### src/rtl/cpu_pkg.sv
// Shared CPU datapath widths and the write-back latch record.
package cpu_pkg;
    localparam int D = 8;
    localparam int A = 3;

    typedef struct packed {
        logic         valid;
        logic [A-1:0] addr;
        logic [D-1:0] data;
    } wb_req_t;
endpackage

### src/rtl/rf_read_port.sv
// One register-file read port: priority mux over r0, live write, latched write and array.
module rf_read_port #(
    parameter int D          = cpu_pkg::D,
    parameter int A          = cpu_pkg::A,
    parameter bit ZERO_R0    = 1'b1,
    parameter bit BYPASS_NOW = 1'b0
) (
    input  logic [A-1:0] rd_addr_i,
    input  logic         wr_en_i,
    input  logic         stall_i,
    input  logic [A-1:0] wr_addr_i,
    input  logic [D-1:0] dat_in_i,
    input  logic         wb_valid_i,
    input  logic [A-1:0] wb_addr_i,
    input  logic [D-1:0] wb_data_i,
    input  logic [D-1:0] arr_data_i,
    output logic [D-1:0] rd_data_o
);
    always_comb begin
        rd_data_o = arr_data_i;
        if (ZERO_R0 && rd_addr_i == '0)
            rd_data_o = '0;
        else if (BYPASS_NOW && wr_en_i && !stall_i && wr_addr_i == rd_addr_i)
            rd_data_o = dat_in_i;
        else if (wb_valid_i && wb_addr_i == rd_addr_i)
            rd_data_o = wb_data_i;
    end
endmodule

### src/rtl/reg_file_wb.sv
// Register file with a 1-deep write-back latch in front of the array and two bypassing read ports.
module reg_file_wb #(
    parameter int D          = cpu_pkg::D,
    parameter int A          = cpu_pkg::A,
    parameter bit ZERO_R0    = 1'b1,
    parameter bit BYPASS_NOW = 1'b0
) (
    input  logic         clk,
    input  logic         rst_n,
    input  logic         wr_en,
    input  logic [A-1:0] wr_addr,
    input  logic [D-1:0] dat_in,
    input  logic         stall,
    input  logic [A-1:0] rd_addrA,
    input  logic [A-1:0] rd_addrB,
    output logic [D-1:0] datA_out,
    output logic [D-1:0] datB_out,
    output logic         wb_busy
);
    import cpu_pkg::*;

    localparam int N = 1 << A;

    // Local record sized by this instance's parameters (cpu_pkg::wb_req_t is the default-width view).
    typedef struct packed {
        logic         valid;
        logic [A-1:0] addr;
        logic [D-1:0] data;
    } wb_lat_t;

    wb_lat_t      wb_q, wb_d;
    logic [D-1:0] arr_q [N];
    logic         commit;

    always_comb begin
        wb_d       = wb_q;
        wb_d.valid = wr_en;
        wb_d.addr  = wr_addr;
        wb_d.data  = dat_in;
    end

    assign commit = wb_q.valid && !(ZERO_R0 && wb_q.addr == '0);

    // Capture and commit share one edge so back-to-back writes sustain one per cycle.
    always_ff @(posedge clk) begin
        if (!rst_n) begin
            wb_q <= '0;
            for (int i = 0; i < N; i++)
                arr_q[i] <= '0;
        end else if (!stall) begin
            wb_q <= wb_d;
            if (commit)
                arr_q[wb_q.addr] <= wb_q.data;
        end
    end

    assign wb_busy = wb_q.valid;

    logic [1:0][A-1:0] rd_addr;
    logic [1:0][D-1:0] rd_data;

    assign rd_addr  = {rd_addrB, rd_addrA};
    assign datA_out = rd_data[0];
    assign datB_out = rd_data[1];

    for (genvar p = 0; p < 2; p++) begin : g_rd
        rf_read_port #(
            .D         (D),
            .A         (A),
            .ZERO_R0   (ZERO_R0),
            .BYPASS_NOW(BYPASS_NOW)
        ) u_port (
            .rd_addr_i (rd_addr[p]),
            .wr_en_i   (wr_en),
            .stall_i   (stall),
            .wr_addr_i (wr_addr),
            .dat_in_i  (dat_in),
            .wb_valid_i(wb_q.valid),
            .wb_addr_i (wb_q.addr),
            .wb_data_i (wb_q.data),
            .arr_data_i(arr_q[rd_addr[p]]),
            .rd_data_o (rd_data[p])
        );
    end
endmodule

### config.mk
export PLATFORM = sky130hd
export DESIGN_NAME = reg_file_wb
export DESIGN_NICKNAME = d
export VERILOG_FILES = /design/src/rtl/cpu_pkg.sv /design/src/rtl/rf_read_port.sv /design/src/rtl/reg_file_wb.sv
export SDC_FILE = /design/constraint.sdc
export NUM_CORES = 1
export LEC_CHECK = 0
export CAP_MARGIN = 40
export CORE_MARGIN = 2
export CORE_UTILIZATION = 52
export DETAILED_ROUTE_END_ITERATION = 8
export PLACE_DENSITY = 0.88
export SKIP_LAST_GASP = 1
export SYNTH_ARGS = -nofsm -noshare
export SYNTH_HDL_FRONTEND = slang
export SYNTH_SLANG_ARGS = --single-unit
### constraint.sdc
create_clock -name clk -period 1.8 [get_ports clk]
set_input_delay 0.36 -clock clk [delete_from_list [all_inputs] [get_ports clk]]
set_output_delay 0.36 -clock clk [all_outputs]
set_load 0.005 [all_outputs]
==> results of run 1 <==
## final timing paths
kind         cells after the start  slack, ns     endpoint        start
max                              5      -0.37  datB_out[2]  arr_q[6][2]
min                              2       0.56      wb_q[4]      wb_q[4]
max reg2reg                      5       0.12  arr_q[2][4]      wb_q[8]
min reg2reg                      2       0.56      wb_q[4]      wb_q[4]
## sequential cells by signal, summed over array words and instances (netlist names)
register	cells
arr_q	64
wb_q	11
wb_busy	1
## critical path: stages, from the launching register on
cell and delay (ns):
edfxtp_1 0.40, buf_4 0.15, mux4_2 0.47, mux2i_2 0.20, a211oi_2 0.10, buf_2 0.13
## final cells by class
cell class,count,area (sq um)
inverters,1,3.754
well taps,102,127.6
fillers,486,2201
clock inverters,7,115.1
flip-flops and latches,76,2177
multi-input cells,198,2036
repair buffers,109,1023
clock buffers,9,123.9
## power groups by stage
stage               sequential [mW]  combinational, mW  clock [mW]
finish                         2.06              0.756        1.51
detailed placement             2.09              0.630           0
global placement               2.07              0.613           0
CTS                            2.05              0.706        1.53
global route                   2.07              0.788        1.59
floorplan                      2.05              0.334           0
## per-layer routing
| metal | vias up | wire length [microns] | track usage, % |
|---|---|---|---|
| li1 | 1302 | - | - |
| met1 | 1538 | 4184 | 34.87 |
| met2 | 230 | 6110 | 50.24 |
| met4 | 0 | 654 | 16.43 |
| met3 | 44 | 1211 | 7.384 |
| met5 | - | 0 | 0 |
## logic make-up (layout without fill, tap and decap cells)
logic type / Yosys count / after routing / share of synthesized area, %
multiplexers: 60 / 60 / 25.29
flip-flops: 76 / 76 / 51.17
buffers and inverters: 22 / 126 / 4.175
AO/OA/AOI/OAI: 18 / 18 / 3.316
XOR/XNOR: 6 / 6 / 1.244
AND/OR/NAND/NOR: 105 / 106 / 14.72
other: 1 / 8 / 0.08875
## cell usage in the layout, fill, tap and decap left out, types with 3 or more instances in the layout
cell             instances
dfxtp_1                  8
clkbuf_2                 3
a211oi_2                11
buf_6                    6
mux4_2                  32
a211oi_1                 5
nor2_1                  29
nand2b_1                 5
buf_2                   14
buf_12                  10
xnor2_4                  3
edfxtp_1                64
nor3_2                   3
clkbuf_8                 9
bufinv_16                3
mux2i_2                 11
buf_4                   53
conb_1                   8
clkdlybuf4s50_1         15
dfxtp_4                  4
and2_1                  56
mux2i_1                 17
## per-stage QoR
| step | util, % | total power, mW | hold slack, ns | instance area, sq um | instances |
|---|---|---|---|---|---|
| finish | 71.81 | 4.332 | 0.5632 | 5607 | 502 |
| floorplan | - | 2.386 | 0.5039 | 4252 | 295 |
| CTS | 71.20 | 4.289 | 0.5725 | 5559 | 501 |
| global route | 71.81 | 4.440 | 0.6017 | 5607 | 502 |
| global placement | 64.65 | 2.685 | 0.5455 | 5047 | 464 |
| detailed placement | 64.65 | 2.715 | 0.5624 | 5047 | 464 |
## repair_timing
item,CTS,global route
buffers inserted,17,1
hold buffers,0,0
gates cloned,4,0
gates resized for setup,130,18
pin swaps,19,10
setup endpoints to repair,17,17
==> results.ini, run 1 <==
[grt]
grt_pass1_vias=3158
antenna_found_initial=0
grt_usage_pct=29.79
grt_first_pass_wirelength_microns=18260
grt_max_degree=14
overflow=0

[sta]
tns_ns=-4.856
setup_slack_ns=-0.3697
period_share_pct=120.5
skew_ns=0.01032
setup_violations=16
slew_violations=0
post-route-min-period_ns=2.170
rsz0062_at_grt=true
fmax_mhz=460.9
hold_violations=0

[drt]
drt-pass1-iter-count=6
drtIter0Drc=357
drc=0
wl_per_cell_microns=24.23
vias=3114
routed_wl_microns=12160
ant_nets=0
viasPerCell=6.203

[synth]
synth_common_cells=edfxtp_1, and2_1, nor2_1, mux2i_1, mux4_1
yosysTopAreaCellShare_pct=45.48
synth.distinct_cells=28
netlist_area_sq_mm=0.004225
synth_edf_count=64
ys_top_cells_by_area=edfxtp_1, mux4_1, and2_1, mux4_2, mux2i_1
yosys.area.top_type=edfxtp_1
synthCells=288
syn_avg_cell_area_sq_um=14.67
synth-main-ff-cell=edfxtp_1
yosysMostFrequentCell=edfxtp_1
synth-seq-area-share_pct=51.17
synth-async-reset-ratio_pct=0
yosys_warnings=0
ys_seq_elements=76

[hold_path]
holdCritPathClass=reg2reg

[floorplanning]
die_area_sq_mm=0.008862
initial_core_util_pct=54.12
num_io_pins=38
die_x_microns=94.14
placementRows=32
core_sq_mm=0.007807
die_h_microns=94.14

[placement]
dp_hpwl_microns=8103
pre_cts_slack_ns=-1.035
place.port_buffers=37
gp_congestion=0.9072

[power]
power.switching_mw=1.018
cellInternalPower_mw=3.314
swShare_pct=23.50
sequentialPowerShare_pct=47.6
vdd_drop_max_mv=0.4882
power_density_mw_per_mm2=772.7
combPwrFrac_pct=17.4
p_clk_share_pct=35.0
leakagePower_nw=2.240

[critical_path]
worst-path-max-fanout=2
crit_type=reg2out
worstPathArrival_ns=1.81
cp.required_ns=1.44
worstSetupStartpointType=register
crit_path_end_kind=output port

[clock_tree]
htreeDepth=3
cts_num_sinks=76
cts_inserted_buffers=9
cts_buffer_depth=2
cts_root_buffer=clkbuf_8
tritoncts=yes
clkTransAtPathRegs_ns=0.08
clk_latency_ns=0.35

[outcome]
violations=negative setup slack
outcome=complete, but fails checks

[finish]
area_growth_pct=32.69
diodes=0
drive_gt1_share_pct=44.50
fin_nets=416

[flow_run]
drv_cap=0

Power figures use the tool's default switching activity.
==> inputs of run 2 (changes only) <==
CTS_BUF_LIST = sky130_fd_sc_hd__clkbuf_8 sky130_fd_sc_hd__clkbuf_16   (was unset)
==> results of run 2 <==
The final DEF is identical to that of run 1; final timing and power are the same.
==> inputs of run 3 (changes only) <==
CORE_UTILIZATION = 55   (was 52)
PLACE_DENSITY = 0.89   (was 0.88)
clock period = 2.8 ns   (was 1.8 ns; I/O delays follow)
==> results.ini, run 3 (synthesis gave the netlist of run 1 again) <==
[sta]
post-route-min-period_ns=2.743
rsz0062_at_grt=false
setup_violations=0
worst_pin_slew_ns=0.5364
tns_ns=0
max_slew_margin_pct=64.19
whs_ns=0.6521
hold_violations=0
skew_ns=0.01640
slew_violations=0
period_share_pct=97.95
fmax_mhz=364.6

[outcome]
outcome=completed

[drt]
wl_per_cell_microns=23.17
vias=2896
routed_wl_microns=10870
drc=0
drt-pass1-iter-count=4
ant_nets=0
drtIter0Drc=247
viasPerCell=6.175

[placement]
dp_hpwl_microns=7540
gp_congestion=0.8673
place.port_buffers=37

[clock_tree]
cts_root_buffer=clkbuf_8
tritoncts=yes
clk_latency_ns=0.36
clkTransAtPathRegs_ns=0.07
cts_buffer_depth=2
cts_inserted_buffers=9
htreeDepth=3
cts_num_sinks=76

[power]
power_density_mw_per_mm2=508.8
p_clk_share_pct=35.7
cellInternalPower_mw=2.033
sequentialPowerShare_pct=50.1
leakagePower_nw=2.146
vdd_drop_max_mv=0.3085
power.switching_mw=0.6182
combPwrFrac_pct=14.2
swShare_pct=23.32

[critical_path]
path_delay_family=buffers and inverters
worstPathArrival_ns=2.18
cp.required_ns=2.24
worstSetupStartpointType=input port
setup.worst_path.start=rd_addrB[1]
crit_type=in2out
worst-path-buf-inv=3
worstPathCellList=clkdlybuf4s15_2 -> bufbuf_16 -> mux4_1 -> mux2i_1 -> a211oi_1 -> dlygate4sd2_1
crit_path_end_kind=output port
r2r_start=wb_busy
slowest_delay_ns=0.59
cpMaxStageDelayCell=mux4_1
worst-path-max-fanout=8

[finish]
drive_gt1_share_pct=25.41
largest-register=arr_q
area_growth_pct=23.33
fin_nets=386
largest_reg_flops=64
diodes=0
fill_cells=495
mostFrequentLayoutCell=edfxtp_1
final_cell_mix=edfxtp_1, and2_1, buf_4

[grt]
grt_pass1_vias=2907
overflow=0
antenna_found_initial=0
grt_max_degree=17
grt_usage_pct=27.47
grt_first_pass_wirelength_microns=16480

[floorplanning]
initial_core_util_pct=57.64
placementRows=31
die_x_microns=91.65
core_sq_mm=0.007331
die_h_microns=91.65
num_io_pins=38
die_area_sq_mm=0.008400

[flow_run]
drv_cap=0

[hold_path]
min_from=wb_q[8]
holdCritPathClass=reg2reg

==> run 3: cell count changes in the layout (fill, tap and decap cells not counted), sizes merged <==
| cell | before | now |
|---|---|---|
| clkbuf | 12 | 11 |
| nand4 | 3 | 2 |
| bufinv | 3 | 2 |
| dlymetal6s2s | 0 | 1 |
| clkdlybuf4s50 | 15 | 17 |
| dlygate4sd2 | 2 | 15 |
| clkinv | 2 | 1 |
| bufbuf | 0 | 1 |
| inv | 1 | 2 |
| buf | 87 | 44 |
| clkinvlp | 2 | 1 |
==> run 3: repair_timing <==
item / CTS / global route
hold buffers: 0 / 0
buffers inserted: 9 / 1
gates resized for setup: 42 / 3
cloned: 2 / 0
endpoints found under the setup margin: 16 / 7
pin swaps: 2 / 1
==> run 3: worst reg2reg max path, cell delays in order, from the launching register on <==
cell,delay (ns)
dfxtp_1,0.51
and4bb_2,0.30
and3_1,0.19
nand2b_1,0.37
==> run 3: worst paths after layout <==
path	end	slack [ns]	cells after the start
worst max-delay path	datB_out[3]	0.06	6
worst min-delay path	wb_q[8]	0.65	2
worst max register to register	arr_q[6][6]	1.08	3
worst min register to register	wb_q[8]	0.65	2
==> run 3: stage by stage <==
stage	util, %	total power, mW	instances	setup WS [ns]	instance area (sq um)
6_report	71.09	2.652	469	0.05747	5211
5_1_grt	71.09	2.738	469	0.008785	5211
4_1_cts	70.95	2.658	468	-0.1253	5201
3_5_place_dp	66.24	1.713	441	-0.3789	4856
3_3_place_gp	66.24	1.695	441	-0.3453	4856
2_1_floorplan	-	1.534	295	0.7184	4252
==> run 3: layer usage <==
metal / wire, microns / GRT usage [%] / vias up
met2: 5328 / 44.30 / 204
met3: 1022 / 5.670 / 37
met1: 4100 / 36.34 / 1401
li1: - / - / 1254
met4: 415 / 11.99 / 0
met5: 0 / 0 / -
==> run 3: final cells by class <==
type,count,area (sq um),share of cell area (%)
clock buffers,11,151.4,2.905
well taps,99,123.9,2.377
multi-input cells,197,1911,36.66
inverters,1,3.754,0.07203
clock inverters,5,76.32,1.465
repair buffers,80,783.3,15.03
flip-flops and latches,76,2162,41.49
==> run 3: power by group through the flow <==
stage / combinational (mW) / clock (mW) / sequential (mW)
after floorplan: 0.214 / 0 / 1.32
after CTS: 0.372 / 0.959 / 1.33
after global routing: 0.399 / 1.01 / 1.33
after global placement: 0.350 / 0 / 1.34
final: 0.377 / 0.946 / 1.33
after detailed placement: 0.361 / 0 / 1.35
